File: src/rtl/muldiv_pkg.sv
// Shared types and constants for the EX-stage multiply/divide sequencer.
// The ALU op codes mirror the values in the shared ALU decode definitions.
package muldiv_pkg;

    typedef enum logic [1:0] {
        IDLE = 2'd0,
        MUL  = 2'd1,
        DIV  = 2'd2,
        DONE = 2'd3
    } muldiv_state_t;

    localparam int          DIV_ITERS = 32;
    localparam logic [31:0] DIV0_LO   = 32'hFFFF_FFFF;

    localparam logic [4:0] ALU_MULT  = 5'd16;
    localparam logic [4:0] ALU_MULTU = 5'd17;
    localparam logic [4:0] ALU_DIV   = 5'd18;
    localparam logic [4:0] ALU_DIVU  = 5'd19;
    localparam logic [4:0] ALU_MTHI  = 5'd20;
    localparam logic [4:0] ALU_MTLO  = 5'd21;

    // Magnitude of a 32-bit operand; only negative values of signed ops are negated.
    function automatic logic [31:0] mag32(input logic [31:0] v, input logic is_signed);
        return (is_signed && v[31]) ? (~v + 32'd1) : v;
    endfunction

endpackage

File: src/rtl/div_iter.sv
// Unsigned 32/32 restoring divider: one quotient bit per cycle, 32 cycles after start.
// done_o is high during the final iteration cycle; results are stable the cycle after.
module div_iter
    import muldiv_pkg::*;
(
    input  logic        clk,
    input  logic        rst,
    input  logic        start_i,
    input  logic        clear_i,
    input  logic [31:0] dividend_i,
    input  logic [31:0] divisor_i,
    output logic [31:0] quotient_o,
    output logic [31:0] remainder_o,
    output logic        done_o
);

    logic        busy_q;
    logic [4:0]  cnt_q;
    logic [31:0] quo_q;
    logic [31:0] rem_q;
    logic [31:0] dvs_q;
    logic [32:0] shifted;
    logic [32:0] diff;

    // Bit 32 of diff is the borrow: set means the trial subtraction is undone.
    assign shifted = {rem_q, quo_q[31]};
    assign diff    = shifted - {1'b0, dvs_q};

    always_ff @(posedge clk or negedge rst) begin
        if (!rst) begin
            busy_q <= 1'b0;
            cnt_q  <= '0;
            quo_q  <= '0;
            rem_q  <= '0;
            dvs_q  <= '0;
        end else if (clear_i) begin
            busy_q <= 1'b0;
            cnt_q  <= '0;
            quo_q  <= '0;
            rem_q  <= '0;
        end else if (start_i) begin
            busy_q <= 1'b1;
            cnt_q  <= '0;
            quo_q  <= dividend_i;
            rem_q  <= '0;
            dvs_q  <= divisor_i;
        end else if (busy_q) begin
            if (!diff[32]) begin
                rem_q <= diff[31:0];
                quo_q <= {quo_q[30:0], 1'b1};
            end else begin
                rem_q <= shifted[31:0];
                quo_q <= {quo_q[30:0], 1'b0};
            end
            cnt_q <= cnt_q + 5'd1;
            if (done_o) begin
                busy_q <= 1'b0;
            end
        end
    end

    assign done_o      = busy_q && (cnt_q == 5'(DIV_ITERS - 1));
    assign quotient_o  = quo_q;
    assign remainder_o = rem_q;

endmodule

File: src/rtl/muldiv_ctrl.sv
// Multiply/divide sequencer owning HI/LO: stalls EX while a MULT/DIV runs and
// commits the result once in DONE; flush drops everything including MTHI/MTLO.
module muldiv_ctrl
    import muldiv_pkg::*;
#(
    parameter int MUL_LAT = 1
) (
    input  logic        clk,
    input  logic        rst,
    input  logic        op_valid,
    input  logic [4:0]  op,
    input  logic [31:0] a,
    input  logic [31:0] b,
    input  logic        flush,
    output logic        stall,
    output logic        done,
    output logic [31:0] hi_o,
    output logic [31:0] lo_o
);

    muldiv_state_t state_q, state_d;
    logic [1:0]    mul_cnt_q, mul_cnt_d;
    logic [31:0]   a_q, b_q, hi_q, lo_q, hi_d, lo_d;
    logic          signed_q, is_div_q;
    logic [63:0]   prod_q, prod, a_ext, b_ext;
    logic          is_mul_op, is_div_op, op_signed;
    logic          load_op, div_start, div_clear, div_done, hi_we, lo_we;
    logic [31:0]   div_quo, div_rem, quo_fix, rem_fix;

    assign is_mul_op = (op == ALU_MULT) || (op == ALU_MULTU);
    assign is_div_op = (op == ALU_DIV)  || (op == ALU_DIVU);
    assign op_signed = (op == ALU_MULT) || (op == ALU_DIV);

    div_iter u_div (
        .clk        (clk),
        .rst        (rst),
        .start_i    (div_start),
        .clear_i    (div_clear),
        .dividend_i (mag32(a, op_signed)),
        .divisor_i  (mag32(b, op_signed)),
        .quotient_o (div_quo),
        .remainder_o(div_rem),
        .done_o     (div_done)
    );

    // One 64x64 multiplier serves both signednesses via the operand extension.
    assign a_ext = {{32{signed_q & a_q[31]}}, a_q};
    assign b_ext = {{32{signed_q & b_q[31]}}, b_q};
    assign prod  = a_ext * b_ext;

    assign quo_fix = (signed_q && (a_q[31] ^ b_q[31])) ? (~div_quo + 32'd1) : div_quo;
    assign rem_fix = (signed_q && a_q[31]) ? (~div_rem + 32'd1) : div_rem;

    always_ff @(posedge clk or negedge rst) begin
        if (!rst) begin
            state_q   <= IDLE;
            mul_cnt_q <= '0;
        end else begin
            state_q   <= state_d;
            mul_cnt_q <= mul_cnt_d;
        end
    end

    always_comb begin
        state_d   = state_q;
        mul_cnt_d = mul_cnt_q;
        if (flush) begin
            state_d   = IDLE;
            mul_cnt_d = '0;
        end else begin
            case (state_q)
                IDLE: begin
                    if (op_valid && is_mul_op) begin
                        state_d   = MUL;
                        mul_cnt_d = '0;
                    end else if (op_valid && is_div_op) begin
                        state_d = DIV;
                    end
                end
                MUL: begin
                    if (mul_cnt_q == 2'(MUL_LAT - 1)) begin
                        state_d   = DONE;
                        mul_cnt_d = '0;
                    end else begin
                        mul_cnt_d = mul_cnt_q + 2'd1;
                    end
                end
                DIV:     if (div_done) state_d = DONE;
                default: state_d = IDLE;
            endcase
        end
    end

    always_comb begin
        stall     = 1'b0;
        done      = 1'b0;
        load_op   = 1'b0;
        div_start = 1'b0;
        div_clear = flush;
        hi_we     = 1'b0;
        lo_we     = 1'b0;
        hi_d      = hi_q;
        lo_d      = lo_q;
        if (rst && !flush) begin
            case (state_q)
                IDLE: begin
                    if (op_valid) begin
                        stall     = is_mul_op || is_div_op;
                        load_op   = is_mul_op || is_div_op;
                        div_start = is_div_op;
                        hi_we     = (op == ALU_MTHI);
                        lo_we     = (op == ALU_MTLO);
                        hi_d      = a;
                        lo_d      = a;
                    end
                end
                MUL, DIV: stall = 1'b1;
                default: begin
                    done  = 1'b1;
                    hi_we = 1'b1;
                    lo_we = 1'b1;
                    if (!is_div_q) begin
                        hi_d = prod_q[63:32];
                        lo_d = prod_q[31:0];
                    end else if (b_q == 32'd0) begin
                        hi_d = a_q;
                        lo_d = DIV0_LO;
                    end else begin
                        hi_d = rem_fix;
                        lo_d = quo_fix;
                    end
                end
            endcase
        end
    end

    always_ff @(posedge clk or negedge rst) begin
        if (!rst) begin
            a_q      <= '0;
            b_q      <= '0;
            signed_q <= 1'b0;
            is_div_q <= 1'b0;
            prod_q   <= '0;
            hi_q     <= '0;
            lo_q     <= '0;
        end else begin
            if (load_op) begin
                a_q      <= a;
                b_q      <= b;
                signed_q <= op_signed;
                is_div_q <= is_div_op;
            end
            if (state_q == MUL) prod_q <= prod;
            if (hi_we) hi_q <= hi_d;
            if (lo_we) lo_q <= lo_d;
        end
    end

    assign hi_o = hi_q;
    assign lo_o = lo_q;

endmodule

File: config.mk
export PLATFORM = sky130hd
export DESIGN_NAME = muldiv_ctrl
export DESIGN_NICKNAME = d
export VERILOG_FILES = /design/src/rtl/muldiv_pkg.sv /design/src/rtl/div_iter.sv /design/src/rtl/muldiv_ctrl.sv
export SDC_FILE = /design/constraint.sdc
export NUM_CORES = 2
export LEC_CHECK = 0
export BUFFER_PORTS_ARGS = -buffer_cell sky130_fd_sc_hd__buf_2
export CORE_UTILIZATION = 50
export DETAILED_ROUTE_END_ITERATION = 8
export GPL_TIMING_DRIVEN = 0
export PLACE_DENSITY = 0.72
export SLEW_MARGIN = 40
export SYNTH_ARGS = -nofsm -noshare
export SYNTH_HDL_FRONTEND = slang
export SYNTH_HIERARCHICAL = 1
export SYNTH_SLANG_ARGS = --single-unit
File: constraint.sdc
create_clock -name clk -period 13.5 [get_ports clk]
set_input_delay 1.35 -clock clk [delete_from_list [all_inputs] [get_ports clk]]
set_output_delay 1.35 -clock clk [all_outputs]
set_load 0.01 [all_outputs]
# Word level (Yosys, flattened, before mapping)
# Index checks and enable logic that the tools add are counted.
[classes]
add_sub_neg = 7
multipliers = 1
n_eq_ne = 14
mux = 52
n_bitwise = 9
n_reduce_logical = 25
[ops]
columns = ["op", "n"]
rows = [
  ["32-bit two-way mux", 16],
  ["32-bit by 1-bit adder with 32-bit output (second input constant)", 4],
  ["32-bit inverter", 4],
  ["32-bit case mux with 2 select lines", 2],
  ["33-bit by 33-bit multiplier with 64-bit output", 1],
  ["5-bit == test (second input constant)", 7],
  ["33-bit by 32-bit subtractor with 33-bit output", 1],
  ["32-bit logical NOT", 1],
  ["1-bit two-way mux", 18],
  ["2-bit two-way mux", 8],
  ["5-bit two-way mux", 3],
  ["3-bit != test (second input constant)", 3],
  ["1-bit logical AND", 8],
  ["4-bit AND reduction", 2],
  ["1-bit case mux with 2 select lines", 3],
  ["2-bit case mux with 3 select lines", 1],
  ["3-bit nonzero test", 2],
  ["5-bit by 1-bit adder with 5-bit output (second input constant)", 1],
  ["2-bit logical NOT", 2],
  ["1-bit logical OR", 4],
  ["4-bit != test (second input constant)", 1],
  ["2-bit case mux with 2 select lines", 1],
  ["2-bit AND reduction", 2],
  ["3-bit AND reduction", 1],
  ["10 further kinds", 12],
]
[word_totals]
regBits = 300
in_bits = 73
out_inout_bits = 66
word_cells = 122

# Longest topological paths before layout
[depth]
depth_word = 7
mapped_depth = 31
mapped_depth_nobuf = 27

# By module
# Netlist, hierarchy kept.
[modules_own_cells]
columns = ["module", "instances", "cells_each", "area_each_um2"]
rows = [
  ["muldiv_ctrl", 1, 5444, 49761.5],
  ["div_iter", 1, 762, 6547.5],
]

# Worst setup path before layout
# No wires, ideal clock.
[synth_timing]
kind = "register -> register"
startpoint = "register a_q[31]"
endpoint = "register prod_q[61]"
t_arrival_ns = 8.280
setup_slack_ns = 5.124
stages_incl_launch_ff = 32
path_buffers = 4
path_cell_list = "dfrtp_1 > and2_1 > clkbuf_8 > clkbuf_1 > buf_1 > nand2_1 > inv_1 > fa_1 > inv_1 > fa_1 > inv_1 > fa_1 > inv_1 > fa_1 > inv_1 > fa_1 > fa_1 > fa_1 > inv_1 > fa_1 > inv_1 > ha_1 > clkbuf_1 > nand2_1 > o21ai_0 > nor2_1 > o41ai_1 > nand2_1 > o31a_1 > a311oi_1 > nor3_1 > o31ai_1"
[synth_via]
elab_chain_len = 2
[synth_lines]
columns = ["element", "line_no", "rtl"]
rows = [
  ["from (decl)", "muldiv_ctrl.sv:23", "logic [31:0] a_q, b_q, hi_q, lo_q, hi_d, lo_d;"],
  ["from (signal assigned)", "muldiv_ctrl.sv:139", "a_q <= '0;"],
  ["from (signal assigned)", "muldiv_ctrl.sv:148", "a_q <= a;"],
  ["1-bit bitwise AND", "muldiv_ctrl.sv:47", "assign a_ext = {{32{signed_q & a_q[31]}}, a_q};"],
  ["33-bit by 33-bit multiplier with 64-bit output (*)", "muldiv_ctrl.sv:49", "assign prod = a_ext * b_ext;"],
  ["to (signal assigned)", "muldiv_ctrl.sv:153", "if (state_q == MUL) prod_q <= prod;"],
  ["to (decl)", "muldiv_ctrl.sv:25", "logic [63:0] prod_q, prod, a_ext, b_ext;"],
]
# Mark *: on every way between the ends. The rest lies on a longest branch, timed or not.
# A chain may end at the register's enable or synchronous reset.

# Worst setup path after layout
[layout_timing]
startpoint = "register a_q[31]"
endpoint = "register prod_q[60]"
# Same word-level chain as after synthesis.

==> results.md <==
- Via density: approximately 6
- Mean post-synth cell area: between 9 and 10 um2
- Period Utilization, post-route: 78.4%
- Gr usage total: a little over two fifths
- CTS Sinks: 300
- First-pass GRT wire length: around 340000 um
- Core area: about 110000 um2
- PostCTS Resize Cnt: 0
- Crit path time final: approximately 11000 ps
- Worst path max stage delay: 610 ps
- Initial Util: about half
- Root Buffer: clkbuf_16
- CTS Buf Count: 36
- Seq cells post-synth: 300
- Post-synth top flop: dfrtp_1
- Max Fclk: about 0.094 GHz
- Commonest non-fill, non-tap cells in the layout: inv_1 (1176), fa_1 (1125), nand2_1 (959), and2_1 (374), dfrtp_1 (299)
- Path category of the worst min-delay check: reg2reg
- Antenna violations before repair: 29
- Final #Nets: slightly below 8000
- Clock buffer depth: 3
- Die Y: ~340 um
- DRT Pass-1 Iters: 6
- Port Buffer Count: approximately 140
- Syn Inst Count: 6206
- Max-Slew Margin vs Limit: between 30 and 40%
- WL final: between 200000 and 250000 um
- Register area share after synthesis: 13.3%
- Die W: approximately 340 um
- DPL Wire Length: around 190000 um
- Grt total ovfl: 0
- Ys Warns: 6
- Clock slew at reported path FFs: roughly 60 ps
- H-tree levels: 2
- Row cnt: between 100 and 150
- CP arrival: between 10000 and 15000 ps
- Setup TNS: 0 ps
- Req. time, crit path: between 10000 and 15000 ps
- Clk_lat worst skew: 580 ps
- Slew Limit Fails: 0
- CTS tree: yes
- Area Growth Syn to Fin: 7.70%
- CP top delay family: adder cells
- Vias in the first global route: approximately 48000
- Setup CP Type: reg2reg
- Die Footprint: 114000 um2
- Setup Fix Bufs, Post-CTS: 0
- Buf/Inv on CP: 11
- Initial drt markers: ~5000
- Routed WL per cell: just under 30 um
- Leading cell type in the layout, fill and taps excluded: inv_1
- ANT nets after route: 0
- Run status: completed
- Synth Net Count: about 7700
- Crit-path max FO: 10
- Drt drc: 0
- Layout cell share with drive strength beyond 1: 8.99%
- Num ports: between 100 and 150
- FFs w/ async S/R, synth: 100%
- Critical path launch point type: flip-flop
- CP max-delay cell: clkbuf_1
- Placer congestion estimate: ~1.1
- Max Cap Violations: 0
- Yosys cell types: 99
- Final Hold Violating Endpoints: 0
- Critical Path Sink Type: flip-flop
- Hold-fix buffers, CTS: 0
- Number of synthesized flops with an enable pin: 0
- RSZ-0062 raised after global routing: no
- Largest net degree at the start of global routing: between 70 and 80
- Worst slew pin tran: between 1000 and 1500 ps
- Vias: about 47000
- Synth Cell Area: 56300 um2
- Setup-failing EPs final: 0
- Clock Skew: 35.6 ps
## cell usage after synthesis, drive strengths merged (7+ instances only)
library cell,instances,area (um2)
inv,1177,4420
fa,1126,22500
nand2,959,3600
and2,374,2340
clkbuf,367,1410
dfrtp,300,7510
ha,257,3220
nor2,245,920
o21ai,211,1060
a21oi,189,965
xnor2,133,1170
mux2,126,1420
xor2,82,726
mux2i,68,681
a31oi,67,419
a21o,51,383
o221ai,33,289
and3,32,204
nand3,30,150
nor3,30,150
o31ai,27,235
nand4,26,163
or3,24,158
a211oi,21,170
o211ai,21,158
buf,19,158
nor4,19,125
o21a,18,143
or2,18,115
o41ai,16,159
o21bai,15,113
or4,15,124
nand2b,12,75.1
nor2b,11,68.8
a21boi,8,60.1
nor3b,7,57.6
## layer usage
layer,global-route usage (%),vias up,part of all wire [%]
met2,61.9,3119,43
met3,12.0,765,12
li1,-,19400,-
met1,55.0,24100,38
met4,25.1,14,7.4
met5,0.723,-,0.088
## cell families (layout without fill, tap and decap cells)
logic type	after synthesis	count (layout)	share of synthesized area (%)
muxes	194	194	3.73
other	0	23	0
DFF	300	300	13.3
adders and majority gates	1383	1383	45.7
AOI/OAI and AO/OA	735	735	8.31
xor gates and xnor gates	215	215	3.37
and+or+nand+nor	1813	1813	14.8
buffers and inverters	1566	1777	10.7
## worst reg2reg max path: cells and delay by family (launching register included)
family,cells,cell delay [ps]
xor gates and xnor gates,1,230
AOI/OAI and AO/OA,3,670
and+or+nand+nor,7,1920
DFF,1,490
buffers and inverters,11,2920
adders and majority gates,9,4210
## per-stage QoR
step	utilization, %	hold WS (ps)	cells	instance area [um2]	setup WS [ps]
after global placement	53.0	473	7830	58900	2660
after global routing	54.5	509	7907	60600	2610
after floorplan	-	451	6206	56300	5120
after CTS	54.5	489	7903	60500	3100
after detailed placement	53.3	476	7838	59300	3150
final	54.6	490	7928	60600	2920
## path summary, 6_finish.rpt
kind	from	to	slack (ps)	cells past startpoint
worst max-delay path	a_q[31]$_DFFE_PN0P_	prod_q[60]$_DFFE_PN0P_	2920	31
worst min-delay path	lo_o[27]$_DFFE_PN0P_	lo_o[27]$_DFFE_PN0P_	490	1
worst max register to register	a_q[31]$_DFFE_PN0P_	prod_q[60]$_DFFE_PN0P_	2920	31
worst min register to register	lo_o[27]$_DFFE_PN0P_	lo_o[27]$_DFFE_PN0P_	490	1
max in group asynchronous	rst	b_q[26]$_DFFE_PN0P_	11810	3
min in group asynchronous	rst	hi_o[20]$_DFFE_PN0P_	670	1
## final cells by class
cell class | count | area (um2)
diodes | 23 | 57.6
multi-input cells | 4340 | 42800
fillers | 10500 | 50500
repair buffers | 146 | 881
plain buffers | 389 | 1790
well taps | 1488 | 1860
flip-flops and latches | 300 | 7510
clock buffers | 45 | 995
inverters | 1177 | 4420
clock inverters | 20 | 293
## registers in the layout, summed over array words and instances, names as in the netlist
register / count
b_q: 32
state_q: 2
signed_q: 1
prod_q: 64
u_div/remainder_o: 32
u_div/busy_q: 1
is_div_q: 1
u_div/dvs_q: 32
lo_o: 32
a_q: 32
u_div/cnt_q: 5
hi_o: 32
u_div/quotient_o: 32
mul_cnt_q: 2
Power is not shown: default switching activity piles up to over one toggle a cycle in this logic, so the estimate is an artifact.
